`src/rtl/baud_rate_generator.sv`:
```
// SPI serial-clock generator: divides PCLK by (sppr+1)<<(spr+1) into sclk with sample/drive strobes.
// Latency: sclk and all strobes are registered; first sclk toggle lands half a period after enable rises.
// Backpressure: none; dropping enable (ss high, stop, or wait with spiswai) parks sclk at cpol next cycle.
//
// Ports:
//   PCLK, PRESETn (async, active-high)  - clock and reset
//   spi_mode, spiswai, ss              - run/wait/stop mode, wait-mode clock stop, slave select (active-low)
//   sppr, spr                          - baud-rate preselection / selection
//   cpol, cpha                         - clock polarity / phase
//   sclk                               - serial clock
//   flag_low, flag_high                - receive-sample strobes (aligned with the sample edge)
//   flags_low, flags_high              - transmit-drive strobes (one cycle ahead of the drive edge)
//   baudratedivisor                    - combinational divisor, 2..2048

module baud_rate_generator (
    input  logic        PCLK,
    input  logic        PRESETn,
    input  logic [1:0]  spi_mode,
    input  logic        spiswai,
    input  logic [2:0]  sppr,
    input  logic [2:0]  spr,
    input  logic        cpol,
    input  logic        cpha,
    input  logic        ss,
    output logic        sclk,
    output logic        flag_low,
    output logic        flag_high,
    output logic        flags_low,
    output logic        flags_high,
    output logic [11:0] baudratedivisor
);

    logic [3:0]  presel;
    logic [3:0]  shamt;
    logic [11:0] half;
    logic [11:0] half_m1;
    logic [11:0] half_m2;
    logic [11:0] count;
    logic        enable;
    logic        sample_rise;
    logic        at_toggle;
    logic        tx_pre;

    // (sppr+1) is at most 8 and the shift at most 8, so the product never exceeds 2048.
    assign presel          = {1'b0, sppr} + 4'd1;
    assign shamt           = {1'b0, spr} + 4'd1;
    assign baudratedivisor = {8'd0, presel} << shamt;

    assign half    = {1'b0, baudratedivisor[11:1]};
    assign half_m1 = half - 12'd1;
    assign half_m2 = half - 12'd2;

    assign enable = !ss && ((spi_mode == 2'b00) || ((spi_mode == 2'b01) && !spiswai));

    // Modes 0 and 3 sample on the rising edge; the drive edge is always the other one.
    assign sample_rise = (cpol == cpha);

    // ">=" rather than "==" so a divisor shrinking mid-run cannot strand count above the
    // terminal value and force a full 12-bit wrap.
    assign at_toggle = (count >= half_m1);

    // With half==1 sclk toggles every cycle, so there is no "count==half-2" slot to look
    // ahead from; every cycle is then one cycle before a drive edge.
    assign tx_pre = (half == 12'd1) ? at_toggle : (count == half_m2);

    always_ff @(posedge PCLK or posedge PRESETn) begin
        if (PRESETn) begin
            count      <= 12'd0;
            sclk       <= 1'b0;
            flag_low   <= 1'b0;
            flag_high  <= 1'b0;
            flags_low  <= 1'b0;
            flags_high <= 1'b0;
        end else if (!enable) begin
            count      <= 12'd0;
            sclk       <= cpol;
            flag_low   <= 1'b0;
            flag_high  <= 1'b0;
            flags_low  <= 1'b0;
            flags_high <= 1'b0;
        end else begin
            if (at_toggle) begin
                count <= 12'd0;
                sclk  <= ~sclk;
            end else begin
                count <= count + 12'd1;
            end
            flag_low   <= at_toggle && !sclk && sample_rise;
            flag_high  <= at_toggle &&  sclk && !sample_rise;
            flags_low  <= tx_pre    && !sclk && !sample_rise;
            flags_high <= tx_pre    &&  sclk && sample_rise;
        end
    end

endmodule

```
`config.mk`:
```
export PLATFORM = sky130hd
export DESIGN_NAME = baud_rate_generator
export DESIGN_NICKNAME = d
export VERILOG_FILES = /design/src/rtl/baud_rate_generator.sv
export SDC_FILE = /design/constraint.sdc
export NUM_CORES = 1
export LEC_CHECK = 0
export ABC_AREA = 1
export CORE_ASPECT_RATIO = 1.1
export CORE_MARGIN = 2
export CORE_UTILIZATION = 55
export CTS_BUF_LIST = sky130_fd_sc_hd__clkbuf_8 sky130_fd_sc_hd__clkbuf_16
export DETAILED_ROUTE_END_ITERATION = 16
export PLACE_DENSITY_LB_ADDON = 0.05
export SETUP_SLACK_MARGIN = 0.15
export SLEW_MARGIN = 0
export SYNTH_ARGS = -nofsm -noshare
export SYNTH_HDL_FRONTEND = slang
export SYNTH_SLANG_ARGS = --single-unit
```
`constraint.sdc`:
```
create_clock -name PCLK -period 2.6 [get_ports PCLK]
set_input_delay 0.52 -clock PCLK [delete_from_list [all_inputs] [get_ports PCLK]]
set_output_delay 0.52 -clock PCLK [all_outputs]
set_load 0.005 [all_outputs]
```
==> results of run 1 <==
logic make-up after synthesis:
group	after synthesis	synth area share (%)
AO/OA/AOI/OAI	18	5.27
XOR/XNOR	20	8.48
adder cells (fa/ha/maj)	19	11.5
buffers and inverters	50	9.33
flip-flops	17	20.6
AND/OR/NAND/NOR	185	44.8
what timing repair did:
item | 4_1_cts
cloned | 1
endpoints found under the setup margin | 29
buffers inserted | 21
hold buffers | 0
pin swaps | 46
gates resized for setup | 87
stage by stage:
step / std cells / util, %
after floorplan: 309 / -
after global placement: 446 / 82.5
after detailed placement: 446 / 82.5
after CTS: 472 / 94.3
==> results.yml, run 1 <==
die:
  die_x_um: 62.4
  ios: 31
  start_util_pct: 56.9
  rows: 23
  dieHeight_um: 68.3
synthesis:
  synth_edf_count: 0
  ys.flop_type: "dfrtp_1"
  ys_ff_latch: 17
  syn_nets: 342
  syn_avg_cell_area_um2: 6.68
  yosysMostFrequentCell: "nand2_1"
  yosys.area.top_type: "dfrtp_1"
  synth_common_cells: "nand2_1 (71), inv_1 (38), nor2_1 (36)"
  synth.top_cell.area_share_pct: 20.6
  syn_area_um2: 2060
  yosysWarnings: 0
  async_reset_ff_share_pct: 100
  netlist_instances: 309
  ys_seq_area_share_pct: 20.6
  ys_types: 35
  synthTopCellsByArea: "dfrtp_1 (21%), nand2_1 (13%), ha_1 (12%), nand3_1 (7.0%), inv_1 (6.9%)"
placement:
  pre_cts_slack_ns: -1.56
  port_buffers: 30
  dpl_cell_area_um2: 2990
  gp_congestion: 0.921
  dp_hpwl_um: 5080
run_status:
  error_line: "[ERROR DPL-0038] Utilization greater than 100%, impossible to legalize"
  status: "stopped before the end"
  lastStage: "global routing (5_1_grt)"
clocking:
  cts.htree.levels: 1
  cts.sinks: 17
  cts_root_buf: "clkbuf_8"
  cts.path.max_buffers: 2
  numCtsBuffers: 3
sta:
  worst_endpoint: "count[3]$_DFF_PP0_/D"
  worst-ep-kind: "sequential cell input"
global_route:
  grt_max_degree: 18
==> inputs of run 2 (changes only) <==
Settings changed: CORE_ASPECT_RATIO 1.1 to default, CORE_UTILIZATION 55 to 40, CTS_BUF_LIST sky130_fd_sc_hd__clkbuf_8 sky130_fd_sc_hd__clkbuf_16 to default, PLACE_DENSITY_LB_ADDON 0.05 to 0.15, SETUP_SLACK_MARGIN 0.15 to default.
==> run 2 against run 1 <==
Net effect: the flow now finishes, with violations (setup timing); synthesized area did not move; synthesized cell count stayed put.
==> results.yml, run 2 <==
synthesis:
  yosys.area.top_type: "dfrtp_1"
  synthTopCellsByArea: "dfrtp_1 (21%), nand2_1 (13%), ha_1 (12%), nand3_1 (7.0%), inv_1 (6.9%)"
  netlist_instances: 309
  ys.flop_type: "dfrtp_1"
  yosysWarnings: 0
  synth_common_cells: "nand2_1 (71), inv_1 (38), nor2_1 (36)"
  ys_types: 35
  yosysMostFrequentCell: "nand2_1"
  ys_seq_area_share_pct: 20.6
  synth.top_cell.area_share_pct: 20.6
  synth_edf_count: 0
  syn_area_um2: 2060
  syn_nets: 342
  async_reset_ff_share_pct: 100
  ys_ff_latch: 17
  syn_avg_cell_area_um2: 6.68
global_route:
  grt_first_pass_wirelength_um: 10700
  track_usage_pct: 24.4
  grt_pass1_vias: 2400
  grt_max_degree: 18
  antenna_found_initial: 0
  overflow: 0
power:
  power.density_nw_per_um2: 367
  power_w: 0.00134
  ir_drop_uv: 337
  p_leak_nw: 1.84
placement:
  port_buffers: 30
  gp_congestion: 0.931
  pre_cts_slack_ns: -1.53
  dp_hpwl_um: 4750
die:
  core_area_um2: 5040
  ios: 31
  start_util_pct: 40.9
  die_area_um2: 5750
  die_x_um: 75.8
  dieHeight_um: 75.8
  rows: 26
clocking:
  cts.path.max_buffers: 2
  cts_tree: "done"
  clkTransAtPathRegs_ns: 0.06
  cts.sinks: 17
  clk_latency_ns: 0.25
  cts_hold_buffers: 0
  cts_root_buf: "clkbuf_8"
  numCtsBuffers: 3
  cts.htree.levels: 1
cells_and_area:
  nets: 468
  largest_reg_flops: 12
  syn_to_final_growth_pct: 76.4
  mostFrequentLayoutCells: "buf_4 (79), nand2_1 (59), inv_1 (35)"
  nFillCells: 379
  drive_gt1_share_pct: 44.2
  n_antenna_cell: 0
  final_common_cell: "buf_4"
  top_register: "count"
sta:
  skew_ns: 0.00269
  rsz0062_at_grt: "true"
  fin_ws_ns: -0.676
  fmax_ghz: 0.305
  relSlewSlack_pct: 59.1
  maxSlewViolCount: 0
  setup_viol: 17
  worst_pin_slew_ns: 0.612
  final.period_utilization_pct: 126
  hold_viol_final: 0
  fin_crit_ns: 3.28
critical_path:
  path_max_fanout: 8
  path_class: "input pin to register"
  critPathLaunchType: "input pin"
  critPathLaunch: "spr[0]"
  worst-endpoint-arrival_ns: 3.45
  max_stage_delay_ns: 0.30
  cp-end-kind: "register"
  critPathSlowestCell: "or2_4"
  r2r-start: "count[0]"
  required_ns: 2.77
min_path:
  min-delay-start: "count[0]"
  hold_class: "register to register"
detailed_routing:
  ant_nets: 0
  drc: 0
  via_per_inst: 4.88
  dr.pass1.iters: 4
  drt_wl_total_um: 6950
  first_iter_violations: 149
  wl_per_cell_um: 13.8
  num_vias: 2459
run_status:
  status: "complete, but fails checks"
  violations: "setup timing"
flow_run:
  maxCapViolations: 0
-- run 2: cell counts after synthesis --
Identical to the previous run, type by type.
-- run 2: critical path, delay by kind of cell --
family	cells	cell delay, ns
adder cells (fa/ha/maj)	2	0.40
AO/OA/AOI/OAI	2	0.38
buffers and inverters	6	0.57
AND/OR/NAND/NOR	16	1.57
-- run 2: final cells by class --
| class | count | area [um2] | share of cell area (%) |
|---|---|---|---|
| tap | 70 | 87.6 | 2.40 |
| timing repair buffer | 124 | 1070 | 29.4 |
| sequential | 17 | 425 | 11.7 |
| clock inverter | 1 | 5.00 | 0.137 |
| inverter | 47 | 204 | 5.60 |
| multi-input combinational | 242 | 1810 | 49.6 |
| clock buffer | 3 | 41.3 | 1.13 |
-- run 2: worst paths after layout --
kind | endpoint | slack, ns | cells after the start
setup reg to reg | count[7] | 0.44 | 15
setup / recovery | count[7] | -0.68 | 26
hold reg to reg | count[0] | 0.46 | 1
max in group asynchronous | count[1] | 1.56 | 2
hold / removal | count[0] | 0.46 | 1
min in group asynchronous | count[8] | 0.64 | 2
-- run 2: cells by family after synthesis --
group	synth area share [%]
AND/OR/NAND/NOR	44.8
flip-flops	20.6
adder cells (fa/ha/maj)	11.5
XOR/XNOR	8.48
AO/OA/AOI/OAI	5.27
buffers and inverters	9.33
-- run 2: metrics by stage --
| stage | hold slack (ns) | setup TNS, ns | area [um2] | utilization [%] | cells |
|---|---|---|---|---|---|
| 2_1_floorplan | 0.430 | -11.02 | 2220 | - | 309 |
| 3_3_place_gp | 0.447 | -27.92 | 3060 | 60.7 | 470 |
| 3_5_place_dp | 0.453 | -30.57 | 3060 | 60.7 | 470 |
| 4_1_cts | 0.467 | -8.85 | 3470 | 68.8 | 496 |
| 5_1_grt | 0.491 | -13.64 | 3640 | 72.2 | 504 |
| 6_report | 0.464 | -10.31 | 3640 | 72.2 | 504 |
-- run 2: timing repair --
| item | 4_1_cts | 5_1_grt |
|---|---|---|
| endpoints found under the setup margin | 29 | 24 |
| gates resized for setup | 79 | 33 |
| pin swaps | 36 | 30 |
| buffers inserted | 22 | 8 |
| endpoints found under the hold margin | 0 | 0 |
-- run 2: report_power, final --
group / total [W] / internal [W] / switching [W]
clock network: 0.000190 / 0.000106 / 0.0000839
registers: 0.000270 / 0.000267 / 0.00000233
logic: 0.000879 / 0.000439 / 0.000440
-- run 2: routing by layer --
layer / up-vias / part of all wire (%) / global-route usage [%]
li1: 1242 / - / -
met1: 1140 / 41 / 29.2
met2: 58 / 53 / 44.8
met3: 19 / 2.7 / 1.46
met4: 0 / 2.9 / 10.5
met5: - / 0 / 0
(Power assumes the default switching activity.)
